<file path="config.mk">
export PLATFORM = sky130hd
export DESIGN_NAME = timer_display_mux_flat
export DESIGN_NICKNAME = d
export VERILOG_FILES = /design/src/rtl/timer_display_mux_if.sv /design/src/rtl/timer_display_mux.sv /design/src/flat_wrapper.sv
export SDC_FILE = /design/constraint.sdc
export NUM_CORES = 1
export LEC_CHECK = 0
export ABC_AREA = 1
export BUFFER_PORTS_ARGS = -buffer_cell sky130_fd_sc_hd__buf_2
export CAP_MARGIN = 25
export CORE_MARGIN = 2
export CORE_UTILIZATION = 55
export DETAILED_ROUTE_END_ITERATION = 16
export PLACE_DENSITY = 0.73
export SYNTH_ARGS = -nofsm -noshare
export SYNTH_HDL_FRONTEND = slang
export SYNTH_SLANG_ARGS = --single-unit
</file>
<file path="constraint.sdc">
create_clock -name clk -period 2.5 [get_ports clk]
set_input_delay 0.125 -clock clk [delete_from_list [all_inputs] [get_ports clk]]
set_output_delay 0.125 -clock clk [all_outputs]
set_load 0.03 [all_outputs]
</file>
<file path="src/rtl/timer_display_mux_if.sv">
// rtl/timer_display_mux_if.sv - digit/flag inputs and segment/anode outputs of timer_display_mux
interface timer_display_mux_if;
    logic [3:0] TensBinaryIn;
    logic [3:0] UnitsBinaryIn;
    logic       FinTIn;
    logic       DispEn;
    logic [6:0] Seg;
    logic [1:0] Anode;

    modport master (
        output TensBinaryIn, UnitsBinaryIn, FinTIn, DispEn,
        input  Seg, Anode
    );

    modport slave (
        input  TensBinaryIn, UnitsBinaryIn, FinTIn, DispEn,
        output Seg, Anode
    );
endinterface

</file>
<file path="src/rtl/timer_display_mux.sv">
// rtl/timer_display_mux.sv - two-digit 7-segment scan mux with expiry blink
// Optional macro LEADING_ZERO_BLANK_EN blanks the tens slot when the tens digit is 0.
module timer_display_mux #(
    parameter int REFRESH_DIV = 50000,
    parameter int BLINK_HALF  = 250
) (
    input logic               clk,
    input logic               rst,
    timer_display_mux_if.slave bus
);
    localparam int RW = $clog2(REFRESH_DIV);
    localparam int BW = (BLINK_HALF > 1) ? $clog2(BLINK_HALF) : 1;

    localparam logic [1:0] IDLE       = 2'd0;
    localparam logic [1:0] SCAN_UNITS = 2'd1;
    localparam logic [1:0] SCAN_TENS  = 2'd2;

    logic [1:0]    state;
    logic [RW-1:0] refreshCnt;
    logic [BW-1:0] blinkCnt;
    logic          blinkOn;
    logic [3:0]    tensSh;
    logic [3:0]    unitsSh;
    logic          scanTick;

    assign scanTick = (state != IDLE) && (refreshCnt == RW'(REFRESH_DIV - 1));

    function automatic logic [6:0] decode(input logic [3:0] d);
        case (d)
            4'd0:    decode = 7'h40;
            4'd1:    decode = 7'h79;
            4'd2:    decode = 7'h24;
            4'd3:    decode = 7'h30;
            4'd4:    decode = 7'h19;
            4'd5:    decode = 7'h12;
            4'd6:    decode = 7'h02;
            4'd7:    decode = 7'h78;
            4'd8:    decode = 7'h00;
            4'd9:    decode = 7'h10;
            default: decode = 7'h3F;
        endcase
    endfunction

    always_ff @(posedge clk) begin
        if (rst) begin
            state      <= IDLE;
            refreshCnt <= '0;
            blinkCnt   <= '0;
            blinkOn    <= 1'b1;
            tensSh     <= 4'd0;
            unitsSh    <= 4'd0;
        end else begin
            if (state == IDLE) begin
                refreshCnt <= '0;
                if (bus.DispEn) begin
                    state   <= SCAN_UNITS;
                    tensSh  <= bus.TensBinaryIn;
                    unitsSh <= bus.UnitsBinaryIn;
                end
            end else if (!bus.DispEn) begin
                state      <= IDLE;
                refreshCnt <= '0;
            end else if (scanTick) begin
                refreshCnt <= '0;
                // Both digits are resampled only at a frame boundary so a frame never mixes samples.
                if (state == SCAN_TENS) begin
                    state   <= SCAN_UNITS;
                    tensSh  <= bus.TensBinaryIn;
                    unitsSh <= bus.UnitsBinaryIn;
                end else begin
                    state <= SCAN_TENS;
                end
            end else begin
                refreshCnt <= refreshCnt + 1'b1;
            end

            if (!bus.FinTIn || (state != IDLE && !bus.DispEn)) begin
                blinkCnt <= '0;
                blinkOn  <= 1'b1;
            end else if (scanTick) begin
                if (blinkCnt == BW'(BLINK_HALF - 1)) begin
                    blinkCnt <= '0;
                    blinkOn  <= !blinkOn;
                end else begin
                    blinkCnt <= blinkCnt + 1'b1;
                end
            end
        end
    end

    always_ff @(posedge clk) begin
        if (rst || state == IDLE || !blinkOn) begin
            bus.Seg   <= 7'h7F;
            bus.Anode <= 2'b11;
        end else if (state == SCAN_TENS) begin
`ifdef LEADING_ZERO_BLANK_EN
            if (tensSh == 4'd0) begin
                bus.Seg   <= 7'h7F;
                bus.Anode <= 2'b11;
            end else begin
                bus.Seg   <= decode(tensSh);
                bus.Anode <= 2'b01;
            end
`else
            bus.Seg   <= decode(tensSh);
            bus.Anode <= 2'b01;
`endif
        end else begin
            bus.Seg   <= decode(unitsSh);
            bus.Anode <= 2'b10;
        end
    end
endmodule

</file>
<file path="src/flat_wrapper.sv">
// flat-port wrapper written by rule: the top's interface ports become plain ports
module timer_display_mux_flat 
#(
    parameter int REFRESH_DIV = 50000,
    parameter int BLINK_HALF  = 250
)
  (clk, rst, bus_TensBinaryIn, bus_UnitsBinaryIn, bus_FinTIn, bus_DispEn, bus_Seg, bus_Anode);
  timer_display_mux_if bus_i ();
  input logic clk;
  input logic rst;
  input wire logic [$bits(bus_i.TensBinaryIn)-1:0] bus_TensBinaryIn;
  input wire logic [$bits(bus_i.UnitsBinaryIn)-1:0] bus_UnitsBinaryIn;
  input wire logic [$bits(bus_i.FinTIn)-1:0] bus_FinTIn;
  input wire logic [$bits(bus_i.DispEn)-1:0] bus_DispEn;
  output wire logic [$bits(bus_i.Seg)-1:0] bus_Seg;
  output wire logic [$bits(bus_i.Anode)-1:0] bus_Anode;
  assign bus_i.TensBinaryIn = bus_TensBinaryIn;
  assign bus_i.UnitsBinaryIn = bus_UnitsBinaryIn;
  assign bus_i.FinTIn = bus_FinTIn;
  assign bus_i.DispEn = bus_DispEn;
  assign bus_Seg = bus_i.Seg;
  assign bus_Anode = bus_i.Anode;
  timer_display_mux #(.REFRESH_DIV(REFRESH_DIV), .BLINK_HALF(BLINK_HALF)) u_core (.clk(clk), .rst(rst), .bus(bus_i));
endmodule
</file>
After elaboration in Yosys (flattened, before gate mapping)
Memories as Yosys holds them, arrays and structs flattened. A register that Yosys moved wholly into a read port is not among the register bits.
Cells that the tools add are included.
{ "totals": {"regBits": 44, "rom_bits": 224, "input_bits": 12, "wordCells": 56, "memories": 2} }
{ "mem_list": {"columns": ["name", "depth", "width", "read_ports", "rd_ports_with_merged_regs", "wr", "line", "source"], "rows": [
  ["(name not given)", 16, 7, 1, 1, 0, "timer_display_mux.sv:29", "case (d)"],
  ["(name not given)", 16, 7, 1, 1, 0, "timer_display_mux.sv:29", null]
]} }
{ "op_classes": {"add_sub_neg": 2, "eq_ne": 5, "muxes": 21, "bitwise": 1, "n_reduce_logical": 17} }
{ "op_table": {"columns": ["op", "n"], "rows": [
  ["2-to-1 mux 4 bit", 14],
  ["adder 16 x 1 -> 16 bit (second input constant)", 1],
  ["equality test 16 bit (second input constant)", 1],
  ["2-to-1 mux 2 bit", 5],
  ["adder 8 x 1 -> 8 bit (second input constant)", 1],
  ["equality test 8 bit (second input constant)", 1],
  ["2-to-1 mux 8 bit", 1],
  ["2-to-1 mux 7 bit", 1],
  ["nonzero test 2 bit", 3],
  ["AND reduction 2 bit", 2],
  ["OR reduction 4 bit", 1],
  ["logical NOT 1 bit", 3],
  ["logical OR 1 bit", 3],
  ["inequality test 3 x 1 -> 1 bit (second input constant)", 1],
  ["AND reduction 3 bit", 1],
  ["equality test 2 bit (second input constant)", 1],
  ["logical AND 1 bit", 2],
  ["logical NOT 2 bit", 1],
  ["inequality test 2 bit (second input constant)", 1],
  ["OR reduction 2 bit", 1],
  ["NOT 1 bit", 1]
]} }

Longest topological paths before layout
Gate-level depths: netlist of run 1.
{ "logic_depth": {"depth_word": 7, "mapped_depth": 17, "ltp_nobuf": 16} }

Least setup slack after synthesis of run 1
OpenSTA, ideal clock, no wires.
{ "synth_path": {"path_type": "register -> register", "from": "register u_core.refreshCnt[0]", "to": "register (tool-made name)", "setup_time_ps": 114, "arrival_ps": 2021, "setup_slack_ps": 365, "stages_incl_launch_ff": 17, "path_buffers": 1, "path_cell_list": "dfxtp_1 ha_1 nand3_1 nor2_1 nand2_2 nand2_4 nand2_4 buf_6 nand2_1 o21ai_2 nand2_2 inv_1 ha_1 inv_1 nand4_1 nand3_1 nand2_1"} }
{ "synth_rtl": {"columns": ["item", "line", "source"], "rows": [
  ["from (decl)", "timer_display_mux.sv:19", "logic [RW-1:0] refreshCnt;"],
  ["from (signal assigned)", "timer_display_mux.sv:74", "refreshCnt <= refreshCnt + 1'b1;"]
]} }

==> results.yml, run 1 <==
synthesis:
  syn_nets: 380
  netlist_instances: 355
  synth_warnings: 0
  synth-simple-area-share_pct: 33.3
  ys.flop_type: "dfxtp_1"
  yosys-top-cells-count: "nand2_1, dfxtp_1, inv_1"
  synth_compound_area_share_pct: 6.45
  post-synth-top-area-fraction_pct: 42.2
  synth.most_common_cell: "nand2_1"
  ys_seq_elements: 58
  yosys.area.top_type: "dfxtp_1"
  synth-edff-count: 0
  muxShareOfSynthArea_pct: 0
  yosys.area_share.adder_pct: 5.91
  ys_types: 34
  synth_top_family_by_area: "simple AND/OR/NAND/NOR gates"
  seq_area_frac_synth_pct: 42.2
  syn_area_um2: 2750
  synth_area_leaders: "dfxtp_1, nand2_1, inv_1"
  synthXorXnorAreaFrac_pct: 2.55
  synthArstFlopShare_pct: 0
  avgSynthCellArea_um2: 7.75
worst_setup_path:
  worst-path-max-fanout: 11
  worstPathRequired_ps: 2730
  crit_arrival_ps: 2540
  worst-setup-path-type: "flip-flop to flip-flop"
  start_kind: "flip-flop"
  worstSetupEndpointType: "flip-flop"
clock_tree:
  cts.hold.buffers_added: 0
  clkSinkCount: 58
  cts-buffers-inserted: 9
  clock_tree.root_cell: "clkbuf_8"
  clockBufferDepth: 2
  path_clk_slew_ps: 70
  clk_latency_ps: 340
  cts_tree: "yes"
  h-tree-depth: 3
place:
  io_buffers: 20
  post-dp-hpwl_um: 3890
  gp_congestion: 0.825
sta:
  rsz0062_at_grt: "no"
  finalHoldViolations: 0
  fin_tns_setup_ps: 0
  finalCriticalPeriod_ps: 2310
  max_freq_mhz: 433
  worst_clock_skew_ps: 5.82
  tightest_slew_ps: 666
  slew_headroom_pct: 55.5
  drv_slew: 0
  post-route-period-util_pct: 92.4
  setup_viol: 0
pwr:
  vdd_drop_max_uv: 389
  p_per_area_nw_per_um2: 663
  p_leak_nw: 1.42
  p_total_mw: 2.09
route:
  ant_nets: 0
  first_pass_iters: 4
  drt_iter0_drc: 154
  viasPerCell: 4.97
  vias: 2266
  drc: 0
  wl_um: 5310
  wire_per_inst_um: 11.7
grt:
  grt_max_degree: 18
  grt_usage_pct: 22.0
  grt_pass1_wl_um: 9230
  grt_overflow: 0
  antenna_found_initial: 0
  grt_pass1_vias: 2149
floorplan:
  die_w_um: 74.7
  coreArea_um2: 4790
  die_h_um: 74.7
  die_area_um2: 5590
  pin_count: 21
  initial_core_util_pct: 57.5
  rows: 25
finish:
  nets: 410
  area_growth_pct: 14.5
  num_antenna_cells: 0
  final_layout_size_suffix_gt1_share_pct: 17.0
outcome:
  status: "finished clean"
hold_path:
  worstHoldPathType: "input pin to flip-flop"
run:
  maxCapViolCount: 0
-- report_power, final --
part	total, mW	switching [mW]	leakage (nW)	internal, mW
Clock	0.891	0.355	0.106	0.535
Combinational	0.209	0.138	0.839	0.0710
Sequential	0.992	0.0158	0.475	0.977
-- repair_timing --
| item | in CTS | in global routing |
|---|---|---|
| setup buffers | 0 | 1 |
| endpoints found under the setup margin | 0 | 3 |
| resized for setup | 0 | 4 |
| endpoints found under the hold margin | 0 | 0 |
-- stage by stage --
stage | std cells | hold WS [ps] | worst slack (ps) | utilization [%] | instance area (µm²)
global route | 456 | 97.4 | 10.6 | 65.9 | 3150
CTS | 455 | 82.7 | 136 | 65.3 | 3120
floorplan | 355 | 234 | 365 | - | 2750
detailed placement | 440 | 439 | 179 | 61.0 | 2920
finish | 456 | 90.8 | 190 | 65.9 | 3150
global placement | 440 | 426 | 288 | 61.0 | 2920
-- worst max-delay path, cell delays in order, from the launching register on --
cell and delay (ps):
dfxtp_1 350, ha_2 200, nand3_1 120, nor2_1 150, nand2_2 100, nand2_4 100
nand2_8 110, nand2_2 120, o21ai_4 70, nand2_2 110, inv_1 80, ha_1 290
inv_1 50, nand4_1 140, nand3_1 140, nand2_1 50
-- worst paths after layout --
path                   startpoint                   end  slack [ps]  depth (start not counted)
max reg2reg  u_core.refreshCnt[0]             flip-flop         190                         15
min                           rst       u_core.state[0]          90                          2
min reg2reg  u_core.refreshCnt[0]  u_core.refreshCnt[0]         450                          1
max          u_core.refreshCnt[0]             flip-flop         190                         15
-- cell type report --
class                           count  area (µm²)
Fill cell                         418        1630
Clock buffer                       13         169
Inverter                           62         233
Sequential cell                    58        1160
Multi-Input combinational cell    231        1350
Tap cell                           67        83.8
Clock inverter                      2        35.0
Timing Repair Buffer               23         123
-- kinds of logic (layout without fill, tap and decap cells) --
group | after synthesis | in the layout
AO/OA/AOI/OAI | 26 | 26
XOR/XNOR | 8 | 8
adder cells (fa/ha/maj) | 13 | 13
buffers and inverters | 66 | 100
flip-flops | 58 | 58
AND/OR/NAND/NOR | 184 | 184
-- placed cells by master, fill, tap and decap left out, types with 2 or more instances in the layout --
master    Yosys  layout
o21ai_0       2       2
inv_2         4       4
nor2_1       45      45
a21oi_1       8       8
xnor2_1       2       2
nand3_1      25      25
xor2_1        6       6
a31oi_1       2       2
nand4_1      12      12
dfxtp_1      58      58
buf_4         0       3
nand2_1      66      65
buf_2         1      20
nor4_1        2       2
clkinv_1      2       2
nand2_4       4       3
clkbuf_8      0      12
nor3_1        8       8
nand3_4       3       3
o22a_1        7       7
ha_1         13      12
nand3b_1      2       2
nor3b_1       3       3
nand3_2       3       3
o21a_1        2       2
nand2_8       1       2
inv_1        56      56
nand2_2       8       9
-- routing by layer --
layer | up-vias | part of all wire (%) | global-route usage [%]
met1 | 1042 | 47 | 26.9
li1 | 1187 | - | -
met3 | 10 | 2.5 | 4.42
met5 | - | 0 | 0
met2 | 27 | 48 | 37.0
met4 | 0 | 2.1 | 10.7
Power figures use the tool's default switching activity.
==> run 2, diff against run 1 <==
Settings changed: ABC_AREA 1 to unset.
==> run 2 against run 1 <==
  * Die area grew 1.5%
  * Worst hold slack lost 3.9 ps
  * Wire length is 4.7% lower
  * Area after synthesis is 1.6% higher
  * Sequential cell count is the same
  * Non-clock buffer count grew 12
  * Combinational power shrank 3%
  * Critical path depth fell by 6
  * Highest routed layer unchanged
==> results.yml, run 2 <==
sta:
  slew_headroom_pct: 61.2
  drv_slew: 0
  post-route-period-util_pct: 93.4
  rsz0062_at_grt: "no"
  fin_tns_setup_ps: 0
  tightest_slew_ps: 581
  finalHoldViolations: 0
  finalCriticalPeriod_ps: 2330
  max_freq_mhz: 428
  setup_viol: 0
  worst_clock_skew_ps: 4.71
grt:
  grt_pass1_wl_um: 8560
  gr-usage-met2_pct: 31.7
  grtUsageMet3_pct: 6.75
  grt_usage_pct: 20.6
  grtUsageMet1_pct: 26.3
  grt_overflow: 0
  top_usage_layer: "met2"
  grt_max_degree: 24
  antenna_found_initial: 0
  grt_pass1_vias: 1864
worst_setup_path:
  worstPathRequired_ps: 2700
  crit_arrival_ps: 2540
  worstSetupEndpointType: "flip-flop"
  worst-path-max-fanout: 6
  r2r_cells: 9
  worst-setup-path-type: "flip-flop to flip-flop"
  start_kind: "flip-flop"
clock_tree:
  clockBufferDepth: 2
  path_clk_slew_ps: 60
  h-tree-depth: 3
  clk_latency_ps: 340
  cts_tree: "yes"
  cts.hold.buffers_added: 0
  cts-buffers-inserted: 9
  clock_tree.root_cell: "clkbuf_8"
  clkSinkCount: 58
pwr:
  p_leak_nw: 1.33
  vdd_drop_max_uv: 646
  p_per_area_nw_per_um2: 605
finish:
  final_layout_size_suffix_gt1_share_pct: 22.6
  final_cell_mix: "dfxtp_1, nor2_1, buf_2"
  nets: 348
  multi_input_area_um2: 1500
  nFillCells: 412
  utilization_pct: 66.3
  final_common_cell: "dfxtp_1"
  seqCellArea_um2: 1160
  area_growth_pct: 14.2
  num_antenna_cells: 0
floorplan:
  rows: 25
  coreArea_um2: 4820
  initial_core_util_pct: 58.1
  pin_count: 21
  die_area_um2: 5670
  die_h_um: 75.3
  die_w_um: 75.3
place:
  post-dp-hpwl_um: 3690
  gp_congestion: 0.878
  io_buffers: 20
route:
  drc: 0
  drt_iter0_drc: 111
  viasPerCell: 5.31
  wl_um: 5070
  wire_per_inst_um: 12.9
  ant_nets: 0
  first_pass_iters: 4
  vias: 2092
synthesis:
  syn_nets: 313
  syn_area_um2: 2800
  yosys-top-cells-count: "dfxtp_1, nor2_1, nand2_1"
  yosys.area.top_type: "dfxtp_1"
  avgSynthCellArea_um2: 9.71
  ys_seq_elements: 58
  synth_warnings: 0
  ys_types: 54
  synth_area_leaders: "dfxtp_1, ha_1, nor2_1"
  synth-edff-count: 0
  ys.flop_type: "dfxtp_1"
  synthArstFlopShare_pct: 0
  seq_area_frac_synth_pct: 41.5
  netlist_instances: 288
  synth.most_common_cell: "dfxtp_1"
  post-synth-top-area-fraction_pct: 41.5
hold_path:
  hold_depth: 3
  worstHoldPathType: "input pin to flip-flop"
outcome:
  status: "finished clean"
run:
  maxCapViolCount: 0
-- run 2: cell count changes in the layout (fill, tap and decap cells not counted), moves of 11 or more --
cell | before | now
and3_1 | 0 | 11
buf_4 | 3 | 15
inv_1 | 56 | 15
nand2_1 | 65 | 16
nand3_1 | 25 | 11
nor2_1 | 45 | 28
-- run 2: final timing paths --
path / start / to / slack, ps
worst max-delay path: u_core.refreshCnt[0] / flip-flop / 170
worst min-delay path: bus_DispEn / u_core.state[1] / 90
worst max register to register: u_core.refreshCnt[0] / flip-flop / 170
worst min register to register: flip-flop / u_core.bus.Seg[2] / 430
-- run 2: cell families (layout without fill, tap and decap cells) --
logic type / count (synthesis) / count (layout) / synth area share, %
simple gates: 105 / 105 / 22.0
flops: 58 / 58 / 41.5
xor+xnor: 17 / 17 / 5.32
fa+ha+maj: 13 / 13 / 5.81
compound gates: 56 / 56 / 15.6
buf+inv: 28 / 67 / 5.10
mux: 11 / 11 / 4.65
-- run 2: worst max-delay path: stages (launching register included) --
cell and delay (ps):
dfxtp_1 370, ha_1 210, and3_1 170, a41o_2 250, nand2_2 160, mux2i_4 240
or2_2 320, ha_1 220, mux2i_1 170, a22oi_1 80
-- run 2: where the power goes --
group | total (mW) | internal [mW] | switching (mW)
sequential | 0.990 | 0.971 | 0.0187
combinational | 0.202 | 0.0918 | 0.111
clock | 0.740 | 0.402 | 0.338
total | 1.93 | 1.47 | 0.467
-- run 2: through the flow --
| stage | setup slack (ps) | hold slack [ps] | std cells | power (mW) | area, µm² |
|---|---|---|---|---|---|
| CTS | 135 | 74.4 | 394 | 1.95 | 3190 |
| global route | 59.8 | 89.7 | 394 | 2.02 | 3200 |
| global placement | 223 | 420 | 379 | 1.21 | 3020 |
| detailed placement | 161 | 421 | 379 | 1.21 | 3020 |
| finish | 165 | 87.0 | 394 | 1.93 | 3200 |
| floorplan | 111 | 256 | 288 | 1.15 | 2800 |
-- run 2: what timing repair did --
item,CTS,global route
buffers inserted,0,0
resized for setup,0,2
setup endpoints to repair,0,1
-- run 2: cell type report --
| class | instances | area share, % |
|---|---|---|
| Clock inverter | 3 | 0.470 |
| Multi-Input combinational cell | 202 | 47.1 |
| Clock buffer | 12 | 4.86 |
| Timing Repair Buffer | 35 | 6.66 |
| Sequential cell | 58 | 36.3 |
| Inverter | 17 | 2.00 |
| Tap cell | 67 | 2.62 |
-- run 2: per-layer routing --
layer  share of wire (%)  vias up  wire, µm
li1                    -     1087         -
met3                 3.2       10       160
met1                  50      970      2520
met4                 2.0        0       100
met5                   0        -         0
met2                  45       25      2290
==> run 3, diff against run 2 <==
Settings changed: GPL_TIMING_DRIVEN set to 0, PLACE_DENSITY 0.73 to 0.78.
==> run 3 against run 2 <==
  * Register-to-register slack worse by 40 ps
  * Fmax is 1.9% lower
  * Clock skew is 0.54 ps higher
  * Clock-buffer cell count is 2 higher
  * Combinational power is 7% higher
  * Die area stayed put
  * Sequential share of layout area is 0.76 points lower
  * Wire length is 9.5% higher
  * Via count is 3.4% higher
  * Critical path depth is 1 higher
  * Clock power is 7.8% higher
  * Largest power group unchanged
==> results.yml, run 3 (synthesis gave the netlist of run 2 again) <==
worst_setup_path:
  worstSetupEndpointType: "flip-flop"
  worst-setup-path-type: "flip-flop to flip-flop"
  worstPathRequired_ps: 2770
  worst-path-max-fanout: 8
  start_kind: "flip-flop"
  r2r_start: "u_core.refreshCnt[0]"
  crit_arrival_ps: 2650
  setup.worst_path.start: "u_core.refreshCnt[0]"
outcome:
  status: "finished clean"
clock_tree:
  h-tree-depth: 3
  cts_tree: "yes"
  clkSinkCount: 58
  clk_latency_ps: 340
  path_clk_slew_ps: 60
  cts-buffers-inserted: 9
  clock_tree.root_cell: "clkbuf_8"
  cts.hold.buffers_added: 0
  clockBufferDepth: 2
sta:
  max_freq_mhz: 420
  finalCriticalPeriod_ps: 2380
  finalHoldViolations: 0
  hold_ws_ps: 80.8
  post-route-period-util_pct: 95.2
  drv_slew: 0
  worst_clock_skew_ps: 5.25
  setup_viol: 0
  tightest_slew_ps: 463
  rsz0062_at_grt: "no"
  slew_headroom_pct: 69.1
run:
  maxCapViolCount: 0
floorplan:
  rows: 25
  initial_core_util_pct: 58.1
  die_h_um: 75.3
  pin_count: 21
  die_area_um2: 5670
  coreArea_um2: 4820
  die_w_um: 75.3
finish:
  nets: 349
  final_cell_mix: "dfxtp_1, nor2_1, buf_2"
  final_common_cell: "dfxtp_1"
  area_growth_pct: 17.2
  multi_input_area_um2: 1560
  final_layout_size_suffix_gt1_share_pct: 24.3
  nFillCells: 400
  num_antenna_cells: 0
  seqCellArea_um2: 1170
route:
  wl_um: 5550
  vias: 2163
  ant_nets: 0
  drt_iter0_drc: 138
  wire_per_inst_um: 14.0
  first_pass_iters: 4
  viasPerCell: 5.46
  drc: 0
grt:
  grt_pass1_wl_um: 9390
  grt_max_degree: 11
  grt_usage_pct: 22.4
  grt_overflow: 0
  antenna_found_initial: 0
  grt_pass1_vias: 2025
pwr:
  p_per_area_nw_per_um2: 610
  vdd_drop_max_uv: 421
  p_leak_nw: 1.34
  p_total_mw: 2.00
hold_path:
  worstHoldStart: "bus_FinTIn"
  worstHoldPathType: "input pin to flip-flop"
place:
  io_buffers: 20
  gp_congestion: 0.855
  post-dp-hpwl_um: 3750
[run 3: cell types whose count changed in the layout (fill, tap and decap cells not counted), moves of 2 or more]
cell	before	now
buf_2	20	22
buf_4	15	9
buf_6	0	2
clkbuf_1	1	4
dfxtp_1	58	56
o21ai_0	6	4
o21ai_2	0	2
[run 3: cell type report]
| class | count | area share (%) |
|---|---|---|
| multi-input cells | 202 | 47.6 |
| well taps | 67 | 2.56 |
| inverters | 17 | 1.95 |
| repair buffers | 26 | 4.43 |
| flip-flops and latches | 58 | 35.6 |
| clock inverters | 2 | 0.305 |
| plain buffers | 10 | 2.37 |
| clock buffers | 14 | 5.27 |
[run 3: critical path, stage by stage (launching register included)]
cell and delay (ps):
dfxtp_4 360, ha_4 170, and3_1 140, buf_4 160, a41o_4 250, nand2_8 110, mux2i_4 320, nor2_1 110
ha_1 240, or2_2 290, a31oi_1 160
[run 3: per-layer routing]
metal | track usage [%] | up-vias | wire, µm
li1 | - | 1099 | -
met5 | 0 | - | 0
met3 | 6.61 | 6 | 319
met4 | 10.5 | 0 | 52
met2 | 34.6 | 54 | 2660
met1 | 28.9 | 1004 | 2520
[run 3: timing repair]
item,in CTS,in global routing
cloned,0,0
pin swaps,0,1
setup buffers,2,4
setup endpoints to repair,14,10
resized for setup,7,9
[run 3: stage by stage]
step / worst slack (ps) / setup TNS (ps) / std cells / util, % / cell area [µm²]
finish: 121 / 0 / 396 / 68.1 / 3280
global route: 3.34 / 0 / 396 / 68.1 / 3280
CTS: 19.5 / 0 / 393 / 66.6 / 3210
detailed placement: -251 / -1980 / 375 / 61.9 / 2980
global placement: -177 / -1060 / 375 / 61.9 / 2980
floorplan: 111 / 0 / 288 / - / 2800
[run 3: final timing paths]
kind	end	slack, ps	depth (start not counted)
worst max-delay path	flip-flop	120	10
worst min-delay path	u_core.blinkOn	80	3
worst max register to register	flip-flop	120	10
worst min register to register	u_core.bus.Seg[0]	440	1
[run 3: where the power goes]
group / internal (mW) / total, mW / leakage (nW) / switching [mW]
logic: 0.0964 / 0.217 / 0.772 / 0.121
clock network: 0.438 / 0.798 / 0.0965 / 0.360
registers: 0.970 / 0.985 / 0.475 / 0.0150
